### config.mk
export PLATFORM = sky130hd
export DESIGN_NAME = prog_loader
export DESIGN_NICKNAME = d
export VERILOG_FILES = /design/src/rtl/loader_pkg.sv /design/src/rtl/byte_fifo.sv /design/src/rtl/prog_loader.sv
export SDC_FILE = /design/constraint.sdc
export NUM_CORES = 1
export LEC_CHECK = 0
export CAP_MARGIN = 20
export CORE_AREA = 2 2 126 128
export DETAILED_ROUTE_END_ITERATION = 16
export DIE_AREA = 0 0 128 130
export DONT_BUFFER_PORTS = 1
export GPL_TIMING_DRIVEN = 0
export PLACE_DENSITY = 0.75
export SLEW_MARGIN = 20
export SYNTH_ARGS = -nofsm -noshare
export SYNTH_HDL_FRONTEND = slang
export SYNTH_HIERARCHICAL = 1
export SYNTH_SLANG_ARGS = --single-unit
### constraint.sdc
create_clock -name clk -period 3.6 [get_ports clk]
set_clock_uncertainty 0.1 [all_clocks]
set_input_delay 0.54 -clock clk [delete_from_list [all_inputs] [get_ports clk]]
set_output_delay 0.54 -clock clk [all_outputs]
set_load 0.02 [all_outputs]
### src/rtl/loader_pkg.sv
// Shared types and constants for the program loader.
// Holds the loader state encoding and processor opcodes.
package loader_pkg;

  localparam int BYTE_W = 8;
  localparam logic [BYTE_W-1:0] SYNC_DEFAULT = 8'hA5;

  localparam logic [3:0] OP_NOP   = 4'h0;
  localparam logic [3:0] OP_MOVA  = 4'h1;
  localparam logic [3:0] OP_MOVB  = 4'h2;
  localparam logic [3:0] OP_ADD   = 4'h3;
  localparam logic [3:0] OP_SUB   = 4'h6;
  localparam logic [3:0] OP_HALT  = 4'h8;
  localparam logic [3:0] OP_MOVAM = 4'h9;
  localparam logic [3:0] OP_MOVBM = 4'hA;
  localparam logic [3:0] OP_MOVM  = 4'hC;

  typedef enum logic [3:0] {
    S_HUNT,
    S_ADDR,
    S_COUNT,
    S_PAYLOAD,
    S_CSUM,
    S_PRST,
    S_SADDR,
    S_SEND,
    S_DONE
  } state_t;

endpackage

### src/rtl/byte_fifo.sv
// Show-ahead byte FIFO holding one frame payload.
// Single-cycle flush discards a rejected frame.
module byte_fifo import loader_pkg::*; #(
  parameter int DEPTH = 16
) (
  input  logic              clk,
  input  logic              rst,
  input  logic              push,
  input  logic [BYTE_W-1:0] wdata,
  input  logic              pop,
  input  logic              flush,
  output logic [BYTE_W-1:0] rdata,
  output logic              full,
  output logic              empty
);

  localparam int AW = $clog2(DEPTH);

  logic [BYTE_W-1:0] mem [DEPTH];
  logic [AW:0]       wr_ptr;
  logic [AW:0]       rd_ptr;

  // Storage array, written on accepted push.
  always_ff @(posedge clk) begin
    if (push && !full) mem[wr_ptr[AW-1:0]] <= wdata;
  end

  // Pointer update; flush empties the FIFO in one cycle.
  always_ff @(posedge clk or posedge rst) begin
    if (rst) begin
      wr_ptr <= '0;
      rd_ptr <= '0;
    end else if (flush) begin
      wr_ptr <= '0;
      rd_ptr <= '0;
    end else begin
      if (push && !full) wr_ptr <= wr_ptr + 1'b1;
      if (pop && !empty) rd_ptr <= rd_ptr + 1'b1;
    end
  end

  assign rdata = mem[rd_ptr[AW-1:0]];
  assign empty = (wr_ptr == rd_ptr);
  assign full  = (wr_ptr[AW] != rd_ptr[AW]) &&
                 (wr_ptr[AW-1:0] == rd_ptr[AW-1:0]);

endmodule

### src/rtl/prog_loader.sv
// Frame hunter, checksum checker and replay engine
// feeding the 8-bit processor's data_in/start.
module prog_loader import loader_pkg::*; #(
  parameter int                DEPTH = 16,
  parameter logic [BYTE_W-1:0] SYNC  = SYNC_DEFAULT
) (
  input  logic              clk,
  input  logic              rst,
  input  logic [BYTE_W-1:0] in_data,
  input  logic              in_valid,
  output logic              in_ready,
  output logic [BYTE_W-1:0] out_data,
  output logic              out_start,
  output logic              proc_rst_n,
  output logic              busy,
  output logic              err
);

  localparam int LW = $clog2(DEPTH) + 1;

  state_t            state;
  state_t            state_d;
  logic [BYTE_W-1:0] acc, acc_d;
  logic [BYTE_W-1:0] addr, addr_d;
  logic [BYTE_W-1:0] data_d;
  logic [LW-1:0]     len, len_d;
  logic [LW-1:0]     bcnt, bcnt_d;
  logic              start_d;
  logic              err_d;
  logic              xfer;
  logic              push, pop, flush;
  logic              f_full, f_empty;
  logic [BYTE_W-1:0] f_rdata;
  logic [8:0]        twice;

  byte_fifo #(.DEPTH(DEPTH)) u_fifo (
    .clk   (clk),
    .rst   (rst),
    .push  (push),
    .wdata (in_data),
    .pop   (pop),
    .flush (flush),
    .rdata (f_rdata),
    .full  (f_full),
    .empty (f_empty)
  );

  assign in_ready = !(state inside {S_PRST, S_SADDR, S_SEND});
  assign xfer     = in_valid && in_ready;
  assign twice    = {in_data, 1'b0};

  // Next-state, checksum and replay-output decode.
  always_comb begin
    state_d = state;
    acc_d   = acc;
    addr_d  = addr;
    len_d   = len;
    bcnt_d  = bcnt;
    data_d  = out_data;
    start_d = out_start;
    err_d   = 1'b0;
    push    = 1'b0;
    pop     = 1'b0;
    flush   = 1'b0;
    unique case (state)
      S_HUNT, S_DONE: begin
        if (xfer && in_data == SYNC) state_d = S_ADDR;
      end
      S_ADDR: begin
        if (xfer) begin
          addr_d  = in_data;
          acc_d   = in_data;
          state_d = S_COUNT;
        end
      end
      S_COUNT: begin
        if (xfer) begin
          acc_d  = acc + in_data;
          len_d  = twice[LW-1:0];
          bcnt_d = '0;
          if (twice > 9'(DEPTH)) begin
            err_d   = 1'b1;
            state_d = S_HUNT;
          end else if (in_data == '0) begin
            state_d = S_CSUM;
          end else begin
            state_d = S_PAYLOAD;
          end
        end
      end
      S_PAYLOAD: begin
        if (xfer) begin
          push   = !f_full;
          acc_d  = acc + in_data;
          bcnt_d = bcnt + 1'b1;
          if (bcnt_d == len) state_d = S_CSUM;
        end
      end
      S_CSUM: begin
        if (xfer) begin
          if (in_data == acc) begin
            state_d = S_PRST;
          end else begin
            err_d   = 1'b1;
            flush   = 1'b1;
            state_d = S_HUNT;
          end
        end
      end
      S_PRST: begin
        data_d  = addr;
        state_d = S_SADDR;
      end
      S_SADDR: begin
        if (len == '0) begin
          start_d = 1'b1;
          state_d = S_DONE;
        end else begin
          pop     = 1'b1;
          data_d  = f_rdata;
          state_d = S_SEND;
        end
      end
      S_SEND: begin
        if (!f_empty) begin
          pop    = 1'b1;
          data_d = f_rdata;
        end else begin
          start_d = 1'b1;
          state_d = S_DONE;
        end
      end
      default: state_d = S_HUNT;
    endcase
    if (state_d == S_PRST) start_d = 1'b0;
  end

  // State, datapath and registered processor-side outputs.
  always_ff @(posedge clk or posedge rst) begin
    if (rst) begin
      state      <= S_HUNT;
      acc        <= '0;
      addr       <= '0;
      len        <= '0;
      bcnt       <= '0;
      out_data   <= '0;
      out_start  <= 1'b0;
      proc_rst_n <= 1'b0;
      err        <= 1'b0;
      busy       <= 1'b0;
    end else begin
      state      <= state_d;
      acc        <= acc_d;
      addr       <= addr_d;
      len        <= len_d;
      bcnt       <= bcnt_d;
      out_data   <= data_d;
      out_start  <= start_d;
      proc_rst_n <= (state_d != S_PRST);
      err        <= err_d;
      busy       <= !(state_d inside {S_HUNT, S_DONE});
    end
  end

endmodule

# --- Yosys cells after proc, flatten, opt, wreduce, memory -nomap -nowiden ---
# Memory sizes are Yosys's and may differ from the RTL's.
# Index checks and enable logic that the tools add are counted.
totals:
  ff_bits: 51
  mem_bits_rw: 128
  output_inout_bits: 13
  n_memories: 1
op_classes:
  add_sub_neg: 4
  n_lt_le_gt_ge: 1
  n_eq_ne: 25
  n_mux: 42
  reduce_logical: 28
memory_table:
  columns: ["name", "depth", "word_bits", "read_ports", "rd_ports_with_merged_regs", "write_ports", "line_no", "source"]
  rows:
  - ["u_fifo.mem", 16, 8, 1, 0, 1, "byte_fifo.sv:19", "logic [BYTE_W-1:0] mem [DEPTH];"]
ops:
  columns: ["operator", "n"]
  rows:
  - ["two-way mux 4 bit", 8]
  - ["two-way mux 8 bit", 4]
  - ["case mux 4 bit (8 select lines)", 1]
  - ["two-way mux 5 bit", 6]
  - ["case mux 8 bit (3 select lines)", 1]
  - ["== test 4 x 3 -> 1 bit, second input constant", 5]
  - ["case mux 8 bit (2 select lines)", 1]
  - ["adder 5 x 1 -> 5 bit, second input constant", 3]
  - ["two-way mux 1 bit", 14]
  - ["AND reduction 3 bit", 4]
  - ["== test 5 bit", 2]
  - ["!= test 2 bit, second input constant", 5]
  - ["case mux 5 bit (2 select lines)", 1]
  - ["nonzero test 2 bit", 5]
  - ["greater-than comparator 9 x 5 -> 1 bit, second input constant", 1]
  - ["two-way mux 3 bit", 3]
  - ["adder 8 bit", 1]
  - ["== test 4 x 2 -> 1 bit, second input constant", 2]
  - ["== test 4 bit, second input constant", 2]
  - ["== test 8 bit", 1]
  - ["== test 8 bit, second input constant", 1]
  - ["zero test 4 bit", 2]
  - ["zero test 8 bit", 1]
  - ["case mux 1 bit (2 select lines)", 3]
  - ["other kinds (13)", 23]

# --- Longest topological paths before layout ---
# Gate-level depths: netlist of the first run.
logic_depth:
  word_depth: 10
  ltp_mapped: 12
  depth_no_buf: 10

# --- Cells and area by module ---
# Netlist of the first run, hierarchy kept.
by_module_without_submodules:
  columns: ["mod", "instances", "cells_each", "area_per_inst_um2"]
  rows:
  - ["byte_fifo", 1, 307, 5779.3]
  - ["prog_loader", 1, 266, 2433.6]

# --- Least setup slack after synthesis of the first run ---
# No wires, ideal clock.
synth_timing:
  path_kind: "reg2reg"
  from: "register state[3]"
  to: "register u_fifo.wr_ptr[4]"
  setup_time_ns: 0.125
  arrival_time_ns: 2.551
  required_time_ns: 3.375
  slack_ns: 0.824
  stages_incl_launch_ff: 9
  path_buffers: 0
  synth_period_minus_slack_ns: 2.776
  path_cell_list: "dfrtp_1 -> nor2_1 -> nand2_1 -> nor2_1 -> nand2_1 -> nor2_1 -> nand3_1 -> a21oi_1 -> mux2_2"
synth_via:
  elab_chain_cells: 8
  elab_cells_between_ends: 15
  cone_classes: "eq/ne (5); mux (5); reduce/logical (5)"
synth_rtl:
  columns: ["element", "line_no", "source"]
  rows:
  - ["from (decl)", "prog_loader.sv:21", "state_t state;"]
  - ["from (signal assigned)", "prog_loader.sv:152", "state <= state_d;"]
  - ["== test 4 x 3 -> 1 bit", "prog_loader.sv:48", "assign in_ready = !(state inside {S_PRST, S_SADDR, S_SEND});"]
  - ["nonzero test 3 bit (no line)", null, null]
  - ["zero test 1 bit", "prog_loader.sv:48", null]
  - ["logical AND 1 bit", "prog_loader.sv:49", "assign xfer = in_valid && in_ready;"]
  - ["two-way mux 1 bit", "prog_loader.sv:92", "if (xfer) begin"]
  - ["two-way mux 1 bit (*)", "prog_loader.sv:65", "unique case (state)"]
  - ["named net push", "prog_loader.sv:31", "logic push, pop, flush;"]
  - ["logical AND 1 bit (*)", "byte_fifo.sv:37", "if (push && !full) wr_ptr <= wr_ptr + 1'b1;"]
  - ["nonzero test 2 bit (no line) (*)", null, null]
  - ["to (signal assigned)", "byte_fifo.sv:37", null]
  - ["to (decl)", "byte_fifo.sv:20", "logic [AW:0] wr_ptr;"]
# Mark *: on every way through the listed nets, which the timed path passes. The rest lies on a longest branch.
# A chain may end at the register's enable or synchronous reset.

# --- Worst setup path in the final report of the first run ---
layout_timing:
  from: "register state[1]"
  to: "memory u_fifo.mem[5][5] (enable)"
layout_via:
  elab_chain_cells: 9
  elab_cells_between_ends: 12
  cone_classes: "eq/ne (4); mux (4); reduce/logical (4)"
layout_rtl:
  columns: ["element", "line_no", "source"]
  rows:
  - ["== test 4 x 3 -> 1 bit", "prog_loader.sv:48", null]
  - ["nonzero test 3 bit (no line)", null, null]
  - ["zero test 1 bit", "prog_loader.sv:48", null]
  - ["logical AND 1 bit", "prog_loader.sv:49", null]
  - ["two-way mux 1 bit", "prog_loader.sv:92", null]
  - ["two-way mux 1 bit (*)", "prog_loader.sv:65", null]
  - ["named net push", "prog_loader.sv:31", null]
  - ["logical AND 1 bit (*)", "byte_fifo.sv:25", "if (push && !full) mem[wr_ptr[AW-1:0]] <= wdata;"]
  - ["two-way mux 1 bit (*)", "byte_fifo.sv:25", null]
  - ["two-way mux 1 bit (not written as such) (*)", "byte_fifo.sv:25", null]
  - ["to (decl)", "byte_fifo.sv:19", null]
# Marks and branches as above.

==> results of run 1 <==
==> metal layers <==
layer / track usage [%] / wire length [um]
met1: 29.20 / 7398
met2: 36.77 / 8965
met3: 5.822 / 1095
met4: 6.658 / 293
met5: 0 / 0
==> registers in the layout, indices dropped and copies added, names as in the netlist <==
register / cells
busy: 1
proc_rst_n: 1
addr: 8
len: 4
bcnt: 5
out_start: 1
out_data: 8
err: 1
state: 4
acc: 8
u_fifo/rd_ptr: 5
u_fifo/mem: 128
u_fifo/wr_ptr: 5
==> where the power goes <==
part,leakage [nW],internal (W),switching (W)
registers,1.81,0.00240,0.000220
clock network,0.273,0.000922,0.000818
logic,1.30,0.000688,0.000861
==> metrics by stage <==
step | instances | hold slack, ps | worst slack [ps] | utilization (%)
2_1_floorplan | 573 | 280.2 | 824.3 | -
4_1_cts | 799 | 83.65 | 17.28 | 58.71
3_3_place_gp | 765 | 334.4 | -205.6 | 54.80
5_1_grt | 799 | 79.05 | 42.85 | 58.81
3_5_place_dp | 766 | 337.2 | 35.46 | 55.00
6_report | 799 | 101.0 | 217.0 | 58.81
==> what timing repair did <==
| action | in CTS | in global routing |
|---|---|---|
| endpoints found under the setup margin | 0 | 121 |
| hold buffers | 1 | 0 |
| endpoints found under the hold margin | 25 | 0 |
| resized for setup | 0 | 10 |
==> how the worst max path moves through the flow <==
stage	end	startpoint	slack, ps
after floorplan	u_fifo/wr_ptr[4]	state[3]	820
after global routing	u_fifo/mem[5][5]	state[1]	40
after global placement	u_fifo/wr_ptr[4]	state[3]	-210
after detailed placement	u_fifo/mem[11][2]	state[3]	40
after CTS	u_fifo/mem[11][0]	state[3]	20
final	u_fifo/mem[5][5]	state[1]	220
==> area by class of cell <==
type                    count  area share (%)
repair buffers              2          0.4138
multi-input cells         353           31.85
flip-flops and latches    179           56.44
well taps                 192           2.648
clock buffers              18           4.841
clock inverters            14           1.352
inverters                  15          0.6207
plain buffers              26           1.834
==> critical path, delay by kind of cell (launching register included) <==
family	cells	cell delay (ps)
AOI/OAI and AO/OA	1	360
buffers and inverters	2	540
DFF	1	410
and+or+nand+nor	5	1610
==> cell families after synthesis <==
group	Yosys count	synth area share, %
adders and majority gates	14	2.224
buffers and inverters	41	2.712
xor gates and xnor gates	14	1.493
muxes	54	12.08
AOI/OAI and AO/OA	92	8.151
and+or+nand+nor	179	11.00
DFF	179	62.34
==> placed cells by master (no fill, tap or decap), types with 5 or more instances in the layout <==
cell / netlist / final
a21o_1: 5 / 5
edfxtp_1: 128 / 128
and2_1: 8 / 8
nor2_1: 33 / 31
and3_2: 0 / 8
mux2_2: 8 / 8
dfrtp_1: 51 / 51
ha_1: 13 / 13
xnor2_1: 11 / 11
buf_6: 5 / 5
o2111ai_1: 5 / 5
inv_1: 14 / 13
clkbuf_16: 0 / 17
nand2_1: 57 / 57
mux4_1: 11 / 11
a211oi_1: 8 / 8
inv_6: 0 / 5
mux4_2: 21 / 21
clkbuf_1: 12 / 12
nor3_1: 8 / 8
buf_2: 6 / 6
a21oi_1: 22 / 21
nor2b_1: 13 / 13
mux2i_1: 14 / 14
a31oi_1: 5 / 5
o21ai_0: 13 / 13
and3_1: 18 / 10
nand3_1: 10 / 10
==> out/qor.yml, run 1 <==
clocking:
  clock_latency_ps: 430
  path_clk_slew_ps: 70
  post_cts_buffers: 0
  clk_path_buf_depth: 2
  cts_root_buf: "clkbuf_16"
  numCtsBuffers: 17
  cts.sinks: 179
  cts_tree: "yes"
  cts_max_level: 4
logic_synthesis:
  synthFlopType: "edfxtp_1"
  syn_inst: 573
  synth_top_area_cell: "edfxtp_1"
  syn_avg_cell_area_um2: 14.33
  synth_area_um2: 8213
  yosys.area.top_type_share_pct: 46.80
  ys_warn_count: 6
  yosys-top-cells-count: "128 x edfxtp_1, 57 x nand2_1, 51 x dfrtp_1, 33 x nor2_1, 22 x a21oi_1"
  yosysSeqAreaShare_pct: 62.34
  synth_area_leaders: "edfxtp_1 47%, dfrtp_1 16%, mux4_2 5.8%, mux4_1 3.5%, nand2_1 2.6%"
  synth_edf_count: 128
  synth_seq_cells: 179
  syn-num-nets: 598
  yosysMostFrequentCell: "edfxtp_1"
  ys_async_sr_fraction_pct: 28.49
  synth_cell_types: 69
layout:
  stdcell_area_um2: 9071
  final_nets: 619
  syn_to_final_growth_pct: 10.45
  layout-drive-gt1-share_pct: 16.31
  fillers: 1153
  multi_input_area_um2: 2889
  register_area_um2: 5120
  n_antenna_cell: 0
routing:
  wl_per_cell_um: 22.22
  ant_nets: 0
  viasPerCell: 6.289
  num_vias: 5025
  drt-pass1-iter-count: 5
  wirelength_um: 17750
  drc_errors: 0
  drt-initial-drc-count: 446
timing:
  slew_violations: 0
  hold_viol_final: 0
  rsz0062_at_grt: "false"
  period_share_pct: 93.97
  setup_violations: 0
  tns_ps: 0
  slew_headroom_pct: 38.09
  min_period_ps: 3383
  max_freq_ghz: 0.2956
  tightest_slew_ps: 918.9
place:
  hpwlAfterDp_um: 12020
  dpl_cell_area_um2: 8484
  place.gp.congestion: 0.9207
  port_buffers: 0
hold_path:
  hold_path_class: "in -> reg"
  holdPathStages: 0
  min_from: "in_data[7]"
  min_to: "u_fifo/mem[6][7]"
global_routing:
  grt_usage_pct: 22.17
  overflow: 0
  grt_pass1_vias: 4905
  antenna_found_initial: 0
  grt_start_max_net_pins: 27
  grt_pass1_wl_um: 27040
critical_path:
  arrival_ps: 3360
  timing.rr.end: "u_fifo/mem[5][5]"
  path_class: "reg -> reg"
  crit_chain: "clkbuf_1 > nand2_1 > nor2_2 > nand2_1 > nor2_1 > a21boi_4 > buf_6 > and3_1"
  r2r-start: "state[1]"
  cp_common_cell: "nand2_1"
  critPathMaxFanout: 10
  start_kind: "register"
  endpoint_kind: "register"
  required_ps: 3570
  r2r_setup_slack_ps: 220
  r2r_cells: 8
  cp_slowest_cell: "and3_1"
  slowest_delay_ps: 450
floorplanning:
  rows: 46
  start_util_pct: 53.24
  die_w_um: 128
  fp.dieH_um: 130
  pin_count: 24
  dieArea_um2: 16640
  core_area_um2: 15420
power_and_ir_drop:
  power.total_w: 0.005909
  p_per_area_nw_per_um2: 651.4
  leakagePower_nw: 3.379
  irDropWorstVdd_uv: 381.9
run_status:
  run_status: "finished, final reports clean"
flow_run:
  drv_cap: 0
(Power assumes the default switching activity.)
==> inputs of run 2 (changes only) <==
Settings changed: GPL_ROUTABILITY_DRIVEN from default to 0.
==> run 2 against run 1 <==
  * Hold slack worse by 8.3 ps
  * Setup slack lost 3.1 ps
  * Sequential power is essentially flat
  * Largest cell class unchanged
  * Highest routed layer unchanged
==> out/qor.yml, run 2 (same netlist as run 1, synthesis figures left out) <==
clocking:
  cts.sinks: 179  # unchanged
  cts_max_level: 4  # unchanged
  path_clk_slew_ps: 70  # about the same
  clock_latency_ps: 440  # was 430 ps
  post_cts_buffers: 0  # unchanged
  clk_path_buf_depth: 2  # unchanged
  cts_root_buf: "clkbuf_16"  # unchanged
  numCtsBuffers: 17  # unchanged
  cts_tree: "yes"  # unchanged
power_and_ir_drop:
  leakagePower_nw: 3.396  # was 3.379 nW
  combPwrFrac_pct: 25.7  # was 26.2%
  irDropWorstVdd_uv: 387.1  # was 381.9 uV
  seqPwrFrac_pct: 43.7  # was 44.3%
  swShare_pct: 32.05  # was 32.14%
  power_frac_clock_pct: 30.6  # was 29.5%
  p_int_w: 0.004073  # was 0.004010 W
  p_switching_w: 0.001921  # was 0.001899 W
  p_per_area_nw_per_um2: 659.1  # was 651.4 nW/um2
global_routing:
  grt_usage_pct: 21.93  # was 22.17%
  grt_start_max_net_pins: 27  # unchanged
  met3_usage_pct: 4.223  # was 5.822%
  grt_pass1_wl_um: 26820  # was 27,040 um
  met2_usage_pct: 34.16  # was 36.77%
  overflow: 0  # unchanged
  antenna_found_initial: 0  # unchanged
  use_met1_pct: 30.81  # was 29.20%
  grt_pass1_vias: 4766  # was 4,905
  top_usage_layer: "met2"  # unchanged
timing:
  slew_headroom_pct: 36.53  # was 38.09%
  slew_violations: 0  # unchanged
  min_period_ps: 3386  # was 3383 ps
  max_freq_ghz: 0.2953  # was 0.2956 GHz
  period_share_pct: 94.06  # was 93.97%
  tightest_slew_ps: 942.2  # was 918.9 ps
  tns_ps: 0  # unchanged
  setup_violations: 0  # unchanged
  hold_viol_final: 0  # unchanged
critical_path:
  r2r-start: "state[1]"  # unchanged
  startpoint: "state[1]"  # unchanged
  arrival_ps: 3370  # was 3360 ps
  critPathMaxFanout: 10  # unchanged
  required_ps: 3580  # was 3570 ps
  path_class: "reg -> reg"  # unchanged
  start_kind: "register"  # unchanged
  endpoint_kind: "register"  # unchanged
floorplanning:
  fp.dieH_um: 130  # unchanged
  start_util_pct: 53.24  # unchanged
  rows: 46  # unchanged
  core_area_um2: 15420  # unchanged
  die_w_um: 128  # unchanged
  dieArea_um2: 16640  # unchanged
  pin_count: 24  # unchanged
layout:
  largest_reg_flops: 128  # unchanged
  final_core_util_pct: 58.96  # was 58.81%
  syn_to_final_growth_pct: 10.73  # was 10.45%
  final_cell_mix: "128 x edfxtp_1, 57 x nand2_1, 51 x dfrtp_1"  # unchanged
  fillers: 1159  # was 1,153
  n_antenna_cell: 0  # unchanged
  final_common_cell: "edfxtp_1"  # unchanged
  final_nets: 619  # unchanged
  layout-drive-gt1-share_pct: 15.82  # was 16.31%
routing:
  wirelength_um: 17520  # was 17,750 um
  drt-initial-drc-count: 503  # was 446
  ant_nets: 0  # unchanged
  viasPerCell: 6.252  # was 6.289
  drt-pass1-iter-count: 5  # unchanged
  drc_errors: 0  # unchanged
  num_vias: 4995  # was 5,025
  wl_per_cell_um: 21.92  # was 22.22 um
hold_path:
  min_from: "in_data[7]"  # unchanged
  hold_path_class: "in -> reg"  # unchanged
flow_run:
  drv_cap: 0  # unchanged
run_status:
  run_status: "finished, final reports clean"  # unchanged
place:
  port_buffers: 0  # unchanged
  hpwlAfterDp_um: 11780  # was 12,020 um
==> run 2: worst paths after layout <==
kind | to | slack [ps] | depth (start not counted)
setup / recovery | u_fifo/mem[7][4] | 210 | 8
hold / removal | u_fifo/mem[7][7] | 90 | 0
setup reg to reg | u_fifo/mem[7][4] | 210 | 8
hold reg to reg | addr[6] | 380 | 2
max in group asynchronous | out_start | 2470 | 3
min in group asynchronous | u_fifo/wr_ptr[4] | 460 | 2
==> run 2: final cells by class <==
class | count | area, um2 | area share [%]
Sequential cell | 179 | 5120 | 56.30
Multi-Input combinational cell | 353 | 2887 | 31.74
Clock buffer | 17 | 425.4 | 4.678
Tap cell | 192 | 240.2 | 2.642
Buffer | 26 | 166.4 | 1.830
Clock inverter | 15 | 161.4 | 1.775
Inverter | 15 | 56.30 | 0.6192
Timing Repair Buffer | 2 | 37.54 | 0.4128
==> run 2: worst max-delay path: stages, from the launching register on <==
cell	delay [ps]
dfrtp_1	400
clkbuf_1	390
nand2_1	320
nor2_2	300
nand2_1	190
nor2_2	290
a21boi_4	360
buf_6	180
and3_1	490
==> run 2: timing repair <==
action	CTS	global route
resized for setup	5	3
setup endpoints to repair	41	129
hold endpoints to repair	25	0
pin swaps	0	0
hold buffers	1	0
==> run 2: power groups by stage <==
stage                     sequential (W)  combinational (W)  clock, W
after global routing             0.00265            0.00169   0.00193
after CTS                        0.00262            0.00153   0.00185
after floorplan                  0.00262            0.00119         0
after detailed placement         0.00266            0.00152         0
after global placement           0.00265            0.00146         0
final                            0.00262            0.00154   0.00183
==> run 2: per-layer routing <==
metal  wire length (um)  vias to the layer above
li1                   -                     2255
met1               7729                     2514
met2               8287                      196
met3               1109                       30
met4                391                        0
met5                  0                        -
==> run 2: through the flow <==
step           std cells  hold slack [ps]  cell area, um2  setup WS [ps]  power [W]
2_1_floorplan        573            280.2            8213          824.3   0.003804
6_report             799            92.73            9094          213.9   0.005994
5_1_grt              799            81.99            9094         -1.356   0.006264
3_3_place_gp         765            334.0            8453         -142.6   0.004111
3_5_place_dp         766            342.8            8481         -243.4   0.004173
4_1_cts              799            88.20            9086          9.016   0.005991
